File: config.mk
export PLATFORM = sky130hd
export DESIGN_NAME = imm_extender
export DESIGN_NICKNAME = d
export VERILOG_FILES = /design/src/rtl/imm_ext_pkg.sv /design/src/rtl/imm_extender_ext_core.sv /design/src/rtl/imm_extender.sv
export SDC_FILE = /design/constraint.sdc
export NUM_CORES = 1
export LEC_CHECK = 0
export BUFFER_PORTS_ARGS = -buffer_cell sky130_fd_sc_hd__buf_2
export CAP_MARGIN = 20
export CORE_MARGIN = 3
export CORE_UTILIZATION = 50
export DETAILED_ROUTE_END_ITERATION = 8
export GPL_ROUTABILITY_DRIVEN = 0
export GPL_TIMING_DRIVEN = 0
export PLACE_DENSITY = 0.77
export SLEW_MARGIN = 20
export SYNTH_ARGS = -nofsm -noshare
export SYNTH_HDL_FRONTEND = slang
export SYNTH_SLANG_ARGS = --single-unit
File: constraint.sdc
create_clock -name clk -period 3.73 [get_ports clk]
set_input_delay 0.5595 -clock clk [delete_from_list [all_inputs] [get_ports clk]]
set_output_delay 0.5595 -clock clk [all_outputs]
set_load 0.05 [all_outputs]
File: src/rtl/imm_ext_pkg.sv
// imm_ext_pkg
//   Shared definitions for the immediate-extension unit:
//   - mode_t / MODE_* : 2-bit extension mode encoding
//   - state_t         : accumulator FSM encoding (IDLE = no prefix held)
//   - calc_maxp()     : highest useful prefix count for a chunk/result width pair
package imm_ext_pkg;

    typedef logic [1:0] mode_t;

    localparam mode_t MODE_SIGN   = 2'b00;
    localparam mode_t MODE_ZERO   = 2'b01;
    localparam mode_t MODE_UPPER  = 2'b10;
    localparam mode_t MODE_PREFIX = 2'b11;

    typedef enum logic {
        ST_IDLE   = 1'b0,
        ST_PREFIX = 1'b1
    } state_t;

    // ceil(out_w / in_w) - 1 : prefixes beyond this push bits off the top
    function automatic int calc_maxp(input int in_w, input int out_w);
        return (out_w + in_w - 1) / in_w - 1;
    endfunction

endpackage

File: src/rtl/imm_extender_ext_core.sv
// ext_core
//   Combinational extension of an assembled immediate.
//   Ports:
//     combined_i : assembled immediate (prefix bits + final chunk), OUT_SIZE bits
//     eff_i      : number of meaningful low bits in combined_i (1..OUT_SIZE)
//     mode_i     : SIGN / ZERO / UPPER (PREFIX never reaches here; passes through)
//     result_o   : extended OUT_SIZE-bit result
module ext_core
    import imm_ext_pkg::*;
#(
    parameter int OUT_SIZE = 16,
    parameter int EFF_W    = 5
) (
    input  logic [OUT_SIZE-1:0] combined_i,
    input  logic [EFF_W-1:0]    eff_i,
    input  mode_t               mode_i,
    output logic [OUT_SIZE-1:0] result_o
);

    logic                sign_b;
    logic [OUT_SIZE-1:0] ext;
    logic [OUT_SIZE-1:0] upper;

    always_comb begin
        // pick bit eff-1 with a compare loop so the index never leaves the vector
        sign_b = 1'b0;
        for (int i = 0; i < OUT_SIZE; i++) begin
            if (int'(eff_i) == i + 1) sign_b = combined_i[i];
        end

        ext = '0;
        for (int i = 0; i < OUT_SIZE; i++) begin
            if (i < int'(eff_i)) ext[i] = combined_i[i];
            else                 ext[i] = (mode_i == MODE_SIGN) ? sign_b : 1'b0;
        end

        // left-justify the meaningful bits in the result
        upper = combined_i << (OUT_SIZE - int'(eff_i));

        case (mode_i)
            MODE_SIGN,
            MODE_ZERO:  result_o = ext;
            MODE_UPPER: result_o = upper;
            default:    result_o = combined_i;
        endcase
    end

endmodule

File: src/rtl/imm_extender.sv
// imm_extender
//   Pipelined immediate-extension unit. Accepts IN_SIZE-bit chunks over a
//   valid/ready handshake; PREFIX chunks accumulate, any other mode finishes
//   the immediate and loads a one-entry registered output.
//   Parameters: IN_SIZE (chunk width), OUT_SIZE (result width, >= IN_SIZE)
//   Ports:
//     clk, reset_n          : clock, asynchronous active-low reset
//     flush                 : synchronous discard of prefix state and pending output
//     in_valid/in_ready     : input handshake, in_data chunk + mode
//     out_valid/out_ready   : output handshake, out_data result
//     ovf                   : result lost prefix bits (valid with out_valid)
//   Build option: IMM_EXT_OVF_EN enables sticky prefix-overflow tracking;
//   without it ovf is tied low.
module imm_extender
    import imm_ext_pkg::*;
#(
    parameter int IN_SIZE  = 8,
    parameter int OUT_SIZE = 16
) (
    input  logic                clk,
    input  logic                reset_n,
    input  logic                flush,
    input  logic                in_valid,
    output logic                in_ready,
    input  logic [IN_SIZE-1:0]  in_data,
    input  logic [1:0]          mode,
    output logic                out_valid,
    input  logic                out_ready,
    output logic [OUT_SIZE-1:0] out_data,
    output logic                ovf
);

    localparam int MAXP  = calc_maxp(IN_SIZE, OUT_SIZE);
    localparam int CNT_W = (MAXP > 0) ? $clog2(MAXP + 1) : 1;
    localparam int EFF_W = $clog2(OUT_SIZE + 1);

    state_t              state_q;
    logic [OUT_SIZE-1:0] acc_q, acc_d;
    logic [CNT_W-1:0]    cnt_q, cnt_d;
    logic                out_valid_q;
    logic [OUT_SIZE-1:0] out_data_q, out_data_d;
    logic [EFF_W-1:0]    eff;
    logic                accept, is_prefix, cnt_full;

    assign in_ready  = !flush && (!out_valid_q || out_ready);
    assign accept    = in_valid && in_ready;
    assign is_prefix = (mode == MODE_PREFIX);
    assign cnt_full  = (int'(cnt_q) == MAXP);

    // shift the chunk in below the accumulator; excess high bits fall off
    assign acc_d = OUT_SIZE'({acc_q, in_data});
    assign cnt_d = cnt_full ? cnt_q : cnt_q + 1'b1;

    always_comb begin
        int eff_int;
        eff_int = (state_q == ST_IDLE) ? IN_SIZE : (int'(cnt_q) + 1) * IN_SIZE;
        if (eff_int > OUT_SIZE) eff_int = OUT_SIZE;
        eff = EFF_W'(eff_int);
    end

    ext_core #(
        .OUT_SIZE (OUT_SIZE),
        .EFF_W    (EFF_W)
    ) u_ext_core (
        .combined_i (acc_d),
        .eff_i      (eff),
        .mode_i     (mode),
        .result_o   (out_data_d)
    );

`ifdef IMM_EXT_OVF_EN
    logic sticky_q;
    logic ovf_q;
    assign ovf = ovf_q;
`else
    assign ovf = 1'b0;
`endif

    always_ff @(posedge clk or negedge reset_n) begin
        if (!reset_n) begin
            state_q     <= ST_IDLE;
            acc_q       <= '0;
            cnt_q       <= '0;
            out_valid_q <= 1'b0;
            out_data_q  <= '0;
`ifdef IMM_EXT_OVF_EN
            sticky_q    <= 1'b0;
            ovf_q       <= 1'b0;
`endif
        end else if (flush) begin
            state_q     <= ST_IDLE;
            acc_q       <= '0;
            cnt_q       <= '0;
            out_valid_q <= 1'b0;
`ifdef IMM_EXT_OVF_EN
            sticky_q    <= 1'b0;
            ovf_q       <= 1'b0;
`endif
        end else begin
            if (out_valid_q && out_ready) out_valid_q <= 1'b0;
            if (accept) begin
                if (is_prefix) begin
                    acc_q   <= acc_d;
                    cnt_q   <= cnt_d;
                    state_q <= ST_PREFIX;
`ifdef IMM_EXT_OVF_EN
                    if (cnt_full) sticky_q <= 1'b1;
`endif
                end else begin
                    // a final load wins over a same-cycle drain
                    out_data_q  <= out_data_d;
                    out_valid_q <= 1'b1;
                    acc_q       <= '0;
                    cnt_q       <= '0;
                    state_q     <= ST_IDLE;
`ifdef IMM_EXT_OVF_EN
                    ovf_q       <= sticky_q;
                    sticky_q    <= 1'b0;
`endif
                end
            end
        end
    end

    assign out_valid = out_valid_q;
    assign out_data  = out_data_q;

endmodule
* Word-level counts from Yosys, hierarchy flattened
Index checks and enable logic that the tools add are counted.
** Storage, ports and cells
- Output and inout port bits :: 19
- Bits in registers :: 27
- Logic and storage cells :: 107
- Memories :: 0
- Latch bits :: 0
- ROM bits :: 0
- Bits of input ports :: 15
- Bits in writable memories :: 0
** Cells by class
- Magnitude comparators :: 17
- Multipliers :: 0
- $add $sub $neg :: 3
- Eq/ne operators :: 19
- Shift-type cells :: 1
- Divide/modulo/power cells :: 0
- Reduce and logical (&&, ||, !) cells :: 10
- Bitwise logic cells :: 2
- Mux-type cells :: 50
** Operator list (count)
- $eq 5x5->1 const B :: 9
- $mux 1 :: 44
- $lt 4x5->1 const A :: 8
- $pmux 16 s2 :: 1
- $shl 16x32->16 :: 1
- $mux 8 :: 3
- $eq 5x4->1 const B :: 4
- $lt 3x5->1 const A :: 4
- $eq 5x3->1 const B :: 2
- $lt 1x5->1 const A :: 2
- $lt 2x5->1 const A :: 2
- $mux 5 :: 2
- $sub 5x5->6 const A :: 1
- $eq 5x2->1 const B :: 1
- $gt 5x5->1 const B :: 1
- $eq 2x2->1 const B :: 2
- $logic_and 1x1->1 :: 3
- $reduce_and 3->1 :: 1
- $add 1x1->2 const B :: 1
- $eq 2x1->1 const B :: 1
- $logic_not 1->1 :: 2
- $logic_not 2->1 :: 1
- $not 1->1 :: 2
- $reduce_bool 2->1 :: 1
- 3 further kinds :: 3

* Logic depth before layout (Yosys ltp)
Gate-level depths: netlist (run 1).
- Depth after elaboration :: 24
- Depth in mapped cells :: 5

* By module
A second synthesis (run 1) with hierarchy kept.
** Unflattened totals
- Cell total of the unflattened synthesis :: 314
- Area total of the unflattened synthesis :: 2622.5 um^2
** Modules (own cells, without submodules)
- ext_core :: area each 1615.3 um^2, cells each 249, times used 1, seq. area each 0.0 um^2
- imm_extender :: area each 1007.2 um^2, cells each 65, times used 1, seq. area each 650.6 um^2

* Worst setup path after synthesis (run 1)
Ideal clock, no wire load.
- Path kind :: reg2out
- Start point :: register out_valid_q (netlist: out_valid)
- End point :: output port in_ready
- Cell stages (with the launch flop) :: 3
- Buffers on the path :: 0
- Path slack :: 1.658 ns
- Data arrival time :: 1.513 ns
- Path through :: dfrtp_1 -> and2b_1 -> nor2_1
** Between the ends
- Word-level cells in the longest chain between the ends :: 3
** RTL lines
- start, declared :: line imm_extender.sv:40 : logic out_valid_q;
- start signal, assigned :: line imm_extender.sv:84 : out_valid_q <= 1'b0;
- start signal, assigned :: line imm_extender.sv:94 : out_valid_q <= 1'b0;
- start signal, assigned :: line imm_extender.sv:100 : if (out_valid_q && out_ready) out_valid_q <= 1'b0;
- $logic_not 1->1 :: line imm_extender.sv:45 : assign in_ready = !flush && (!out_valid_q || out_ready);
- $logic_or 1x1->1 :: line imm_extender.sv:45
- $logic_and 1x1->1 :: line imm_extender.sv:45
- end, declared :: line imm_extender.sv:24 : output logic in_ready,
No other way between the ends.

* Worst setup path after layout (run 1)
Ends and elaborated chain as after synthesis.

==> metrics.md, run 1 <==
| Metric | Value |
|---|---|
| Reg2Reg Depth | 4 |
| CTS max path bufs | 2 |
| F_max | approximately 530 MHz |
| GR Overflow Total | 0 |
| Initial DRC count | 20 |
| Ys flop type | dfrtp_1 |
| WL per Instance | between 15 and 20 um |
| Final setup viols | 0 |
| Synth Warn # | 0 |
| Largest net degree at the start of global routing | 27 |
| Clk_skew | 8.11 ps |
| Post-DRT Antenna Nets | 0 |
| Clk root buf | clkbuf_4 |
| CTS Hold Buffers Added | 0 |
| Core box area | approximately 2300 sq um |
| Worst EP required | around 3200 ps |
| Asr flop ratio synth | 100% |
| Vias | about 900 |
| Dominant delay contributor by cell family on the critical path | flip-flops |
| Yosys top cell by area | dfrtp_1 |
| Die X | 56.1 um |
| Via density | around 5.5 |
| Num CTS Buffers | 3 |
| Crit Path Max Fanout | 3 |
| Diode count | 0 |
| Antenna violations before repair | 0 |
| CP Launch Type | flip-flop |
| # rows | 17 |
| Area Overhead vs Synth | 17.7% |
| Port bufs | 30 |
| Syn Nets | roughly 120 |
| Synth Cell Area | 1250 sq um |
| Max Cap Viol | 0 |
| Vias in the first global route | approximately 970 |
| Comb power frac | a little over a third |
| Register area share after synthesis | 51.9% |
| Final min period | approximately 1900 ps |
| Crit path kind | reg2out |
| Die area | approximately 3100 sq um |
| Placed Cells | 162 |
| Critical register-to-register path startpoint | out_valid$_DFF_PN0_ |
| Worst min path class | in2async |
| DRC violations left | 0 |
| Sequential Power Share | between 40 and 50% |
| P_leak | approximately 0.0008 uW |
| Outcome | finished, final reports clean |
| Post-Layout Cell Count | 166 |
| Final period utilization | about half |
| Clock-pin slew on the worst setup and hold paths | around 150 ps |
| TritonCTS clock tree | done |
| Sw frac | 40.2% |
| Htree depth | 1 |
| RSZ-0062 raised after global routing | false |
| Setup TNS | 0 ps |
| Post-CTS Setup Inserts | 0 |
| PD cells | about 510 nW/um^2 |
| Total track usage | between 10% and 20% |
| Die Y-Extent | between 50 and 60 um |
| Global-route wire length before repair | about 4500 um |
| EDFF count, synth | 0 |
| Slew @ Worst Pin | around 750 ps |
| CP peak stage delay | around 420 ps |
| Critical path depth in cells | 3 |
| VDD IR max | 0.000349 V |
| Area contributors post-synth | dfrtp_1 52%, mux2i_1 12%, a22o_1 5.6% |
| Hpwl dp | 1900 um |
| R2r endpoint | out_data[14]$_DFFE_PN0P_ |
| Slowest stage cell, crit path | dfrtp_1 |
| Starting Density | 54.5% |
| Normalized max-slew margin | 49.7% |
| Final Net Count | about 150 |
| FILL cells | 195 |
| Drt first pass iters | 4 |
| Seq cells post-synth | 26 |
| Mapped Cells | ~100 |
| Most frequent cell after synthesis | dfrtp_1 |
| Io pins | 34 |
| Final hold viol count | 0 |
| Psw | 300 uW |
| Cell variety after synth | 27 |
| P_int | between 400 and 500 uW |
| WP data arrival | approximately 1300 ps |
| Post-Syn Area per Cell | ~12 sq um |
| Ratio of cells with drive above 1 in the final layout | between 30% and 40% |
| Area share of the largest cell type after synthesis | between 50% and 60% |
| Worst path cell trace | and2b_1 > nor2_1 > buf_2 |
| Pins Over Slew Limit | 0 |
| Crit path buffers/inverters | 1 |
| CP endpoint kind | output port |
| Clock power frac | around 20% |
| Clock latency on the worst-skew pair | roughly 330 ps |
| R2R setup slack | approximately 2000 ps |
| Synth cell count leaders | 26 x dfrtp_1, 15 x mux2i_1, 9 x inv_1 |
| Cts repair resizes | 0 |
| Final wirelength | approximately 2600 um |
| CTS Sinks | 26 |
-- cell type report --
class	instances	area (sq um)	share of cell area, %
plain buffers	7	50.0	3.40
inverters	9	33.8	2.29
flip-flops and latches	26	651	44.1
repair buffers	30	150	10.2
multi-input cells	62	518	35.1
clock buffers	4	36.3	2.46
well taps	28	35.0	2.38
-- placed cells by master, fill, tap and decap left out --
| cell | n |
|---|---|
| buf_2 | 31 |
| dfrtp_1 | 26 |
| mux2i_1 | 15 |
| inv_1 | 9 |
| a22o_1 | 8 |
| nand2_1 | 8 |
| o2bb2ai_1 | 7 |
| mux2_2 | 6 |
| clkbuf_4 | 3 |
| clkbuf_1 | 2 |
| nor2_1 | 2 |
| a21oi_1 | 2 |
| a21o_1 | 2 |
| mux2_1 | 2 |
| and2b_1 | 1 |
| nand2b_1 | 1 |
| a21bo_2 | 1 |
| buf_6 | 1 |
| nand3_1 | 1 |
| nor3_2 | 1 |
| buf_1 | 1 |
| nor3_4 | 1 |
| buf_8 | 1 |
| or2_2 | 1 |
| or3b_2 | 1 |
| a32o_1 | 1 |
| buf_4 | 1 |
| conb_1 | 1 |
| clkbuf_8 | 1 |
-- layer usage --
metal	share of wire (%)	global-route usage (%)
met1	44	22.6
met4	1.4	5.08
met2	49	32.1
met3	5.1	2.78
met5	0	0
-- state kept, by name, summed over array words and instances, names as in the netlist --
name       cells
out_data      16
state_q        1
acc_q          8
out_valid      1
-- worst max-delay path by stage --
stage	startpoint	end	slack [ps]
finish	out_valid$_DFF_PN0_	in_ready	1850
global placement	out_ready	out_data[14]$_DFFE_PN0P_	1840
CTS	out_valid$_DFF_PN0_	in_ready	1850
global route	out_valid$_DFF_PN0_	in_ready	1780
detailed placement	out_ready	out_data[14]$_DFFE_PN0P_	1800
floorplan	out_valid$_DFF_PN0_	in_ready	1660
-- per-stage QoR --
stage | util (%) | setup slack [ps] | power (uW) | cell area, sq um | hold WS [ps]
final | 64.2 | 1850 | 747 | 1470 | 206
after global routing | 64.2 | 1780 | 783 | 1470 | 241
after CTS | 64.2 | 1850 | 752 | 1470 | 229
after detailed placement | 62.6 | 1800 | 609 | 1440 | 480
after global placement | 62.6 | 1840 | 600 | 1440 | 465
after floorplan | - | 1660 | 539 | 1250 | 264
-- power by group through the flow --
| stage | clock [uW] | combinational (uW) | sequential (uW) |
|---|---|---|---|
| finish | 147 | 264 | 337 |
| CTS | 148 | 267 | 337 |
| floorplan | 0 | 71.4 | 467 |
| detailed placement | 0 | 267 | 342 |
| global placement | 0 | 261 | 340 |
| global route | 160 | 281 | 341 |
-- kinds of logic after synthesis --
| logic type | share of synthesized area [%] |
|---|---|
| AND/OR/NAND/NOR | 7.79 |
| other | 0.299 |
| multiplexers | 19.2 |
| buffers and inverters | 6.69 |
| flip-flops | 51.9 |
| AO/OA/AOI/OAI | 14.1 |
Power figures use the tool's default switching activity.
==> inputs of run 2 (changes only) <==
clock period = 1.8 ns   (was 3.73 ns; I/O delays follow)
==> metrics.md, run 2 (synthesis gave the netlist of run 1 again) <==
| Metric | Value |
|---|---|
| Hpwl dp | 1900 um (unchanged) |
| Worst EP required | 2020 ps (-1150 ps) |
| VDD IR max | 0.000724 V (+110%) |
| Min Hold Slack | 188 ps (-18.5 ps) |
| WL per Instance | 15.9 um (about the same) |
| Most frequent cells in the layout | 31 x buf_2, 26 x dfrtp_1, 15 x mux2i_1, 9 x inv_1 |
| Ratio of cells with drive above 1 in the final layout | 35.3% (-0.26 points) |
| CTS max path bufs | 2 (unchanged) |
| Crit Path Max Fanout | 10 (+7) |
| Io pins | 34 (unchanged) |
| Max reg flops | 16 (unchanged) |
| Final Instance Area | 1480 sq um (+0.68%) |
| WP data arrival | 1890 ps (+570 ps) |
| Cts repair resizes | 0 (unchanged) |
| Final period utilization | between 90% and 100% |
| Final min period | about 1700 ps |
| Pins Over Slew Limit | 0 (unchanged) |
| Area Overhead vs Synth | 18.5% |
| GR Overflow Total | 0 (unchanged) |
| Post-DRT Antenna Nets | 0 (unchanged) |
| CP Launch Type | flip-flop |
| Die Y-Extent | 56.1 um (unchanged) |
| Clock latency on the worst-skew pair | 330 ps (about the same) |
| Via density | 5.43 (-0.71%) |
| Setup TNS | 0 ps (unchanged) |
| Normalized max-slew margin | 49.1% (-0.64 points) |
| Initial DRC count | 17 (-15%) |
| Worst min path class | in2reg |
| RSZ-0062 raised after global routing | false |
| Global-route wire length before repair | 4500 um (+0.60%) |
| R2R setup slack | 130 ps (-1930 ps) |
| Crit path buffers/inverters | 1 (unchanged) |
| Htree depth | 1 (unchanged) |
| Largest net degree at the start of global routing | 27 (unchanged) |
| Max Cap Viol | 0 (unchanged) |
| Clk_skew | 7.65 ps (-0.450 ps) |
| Num CTS Buffers | 3 (unchanged) |
| Outcome | finished, final reports clean |
| Slowest stage cell, crit path | dfrtp_1 |
| Die X | 56.1 um (unchanged) |
| Starting Density | 54.5% (unchanged) |
| Final hold viol count | 0 (unchanged) |
| Dominant delay contributor by cell family on the critical path | simple AND/OR/NAND/NOR gates |
| Overall power | 1550 uW (+110%) |
| Placed Area | 1440 sq um (unchanged) |
| Clock-pin slew on the worst setup and hold paths | 150 ps (about the same) |
| TritonCTS clock tree | done |
| Core box area | 2300 sq um (unchanged) |
| Crit path kind | reg2reg |
| Final setup viols | 0 (unchanged) |
| Drt first pass iters | 4 (unchanged) |
| PD cells | 1040 nW/um^2 (+110%) |
| Die area | 3140 sq um (unchanged) |
| FILL cells | 194 (-0.51%) |
| CP endpoint kind | flip-flop |
| # rows | 17 (unchanged) |
| Total track usage | 18.2% (+0.097 points) |
| Most common cell after layout, fill and taps aside | buf_2 |
| CP peak stage delay | 410 ps (about the same) |
| P_leak | 0.000782 uW (+0.54%) |
| Slew @ Worst Pin | 763 ps (+9.64 ps) |
| Port bufs | 30 (unchanged) |
| Diode count | 0 (unchanged) |
| Final Net Count | 155 (+0.65%) |
| Vias | 906 (-0.11%) |
| Antenna violations before repair | 0 (unchanged) |
| F_max | 600 MHz |
| DRC violations left | 0 (unchanged) |
| Vias in the first global route | 977 (+1.2%) |
| Post-CTS Setup Inserts | 0 (unchanged) |
| CTS Hold Buffers Added | 1 (+1) |
| Final wirelength | 2650 um (+0.53%) |
| Worst path cell trace | and2b_1 > nor3_4 > buf_8 > mux2_1 |
| CTS Sinks | 26 (unchanged) |
| Clk root buf | clkbuf_4 |
-- run 2: cell types whose count changed in the layout (fill, tap and decap cells not counted) --
cell	before	now
dlygate4sd3_1	0	1
-- run 2: worst paths after layout --
check,from,endpoint,cells past startpoint
max,out_valid$_DFF_PN0_,out_data[14]$_DFFE_PN0P_,4
min in group asynchronous,reset_n,out_data[13]$_DFFE_PN0P_,2
min,in_data[1],acc_q[1]$_DFFE_PN0P_,2
max in group asynchronous,reset_n,out_data[5]$_DFFE_PN0P_,2
min reg2reg,out_data[15]$_DFFE_PN0P_,out_data[15]$_DFFE_PN0P_,1
max reg2reg,out_valid$_DFF_PN0_,out_data[14]$_DFFE_PN0P_,4
-- run 2: power by group --
part	switching [uW]	internal (uW)	leakage [uW]
logic	405	143	0.000423
clock network	180	124	0.0000210
registers	37.4	660	0.000338
total	623	928	0.000782
-- run 2: through the flow --
step | utilization, % | std cells | setup slack [ps]
2_1_floorplan | - | 104 | 7.42
3_3_place_gp | 62.6 | 162 | 196
3_5_place_dp | 62.6 | 162 | 152
4_1_cts | 64.6 | 167 | 124
5_1_grt | 64.6 | 167 | 39.0
6_report | 64.6 | 167 | 133
-- run 2: cell type report --
class                           count  area (sq um)  area share [%]
Clock buffer                        4          36.3            2.45
Multi-Input combinational cell     62           518            34.9
Timing Repair Buffer               31           160            10.8
Sequential cell                    26           651            43.8
Tap cell                           28          35.0            2.36
Inverter                            9          33.8            2.28
Buffer                              7          50.0            3.37
-- run 2: routing by layer --
layer	vias up	global-route usage, %	share of wire [%]
met2	23	32.4	50
met1	447	22.6	45
met5	-	0	0
met4	0	5.08	1.4
met3	5	2.78	4.2
li1	431	-	-
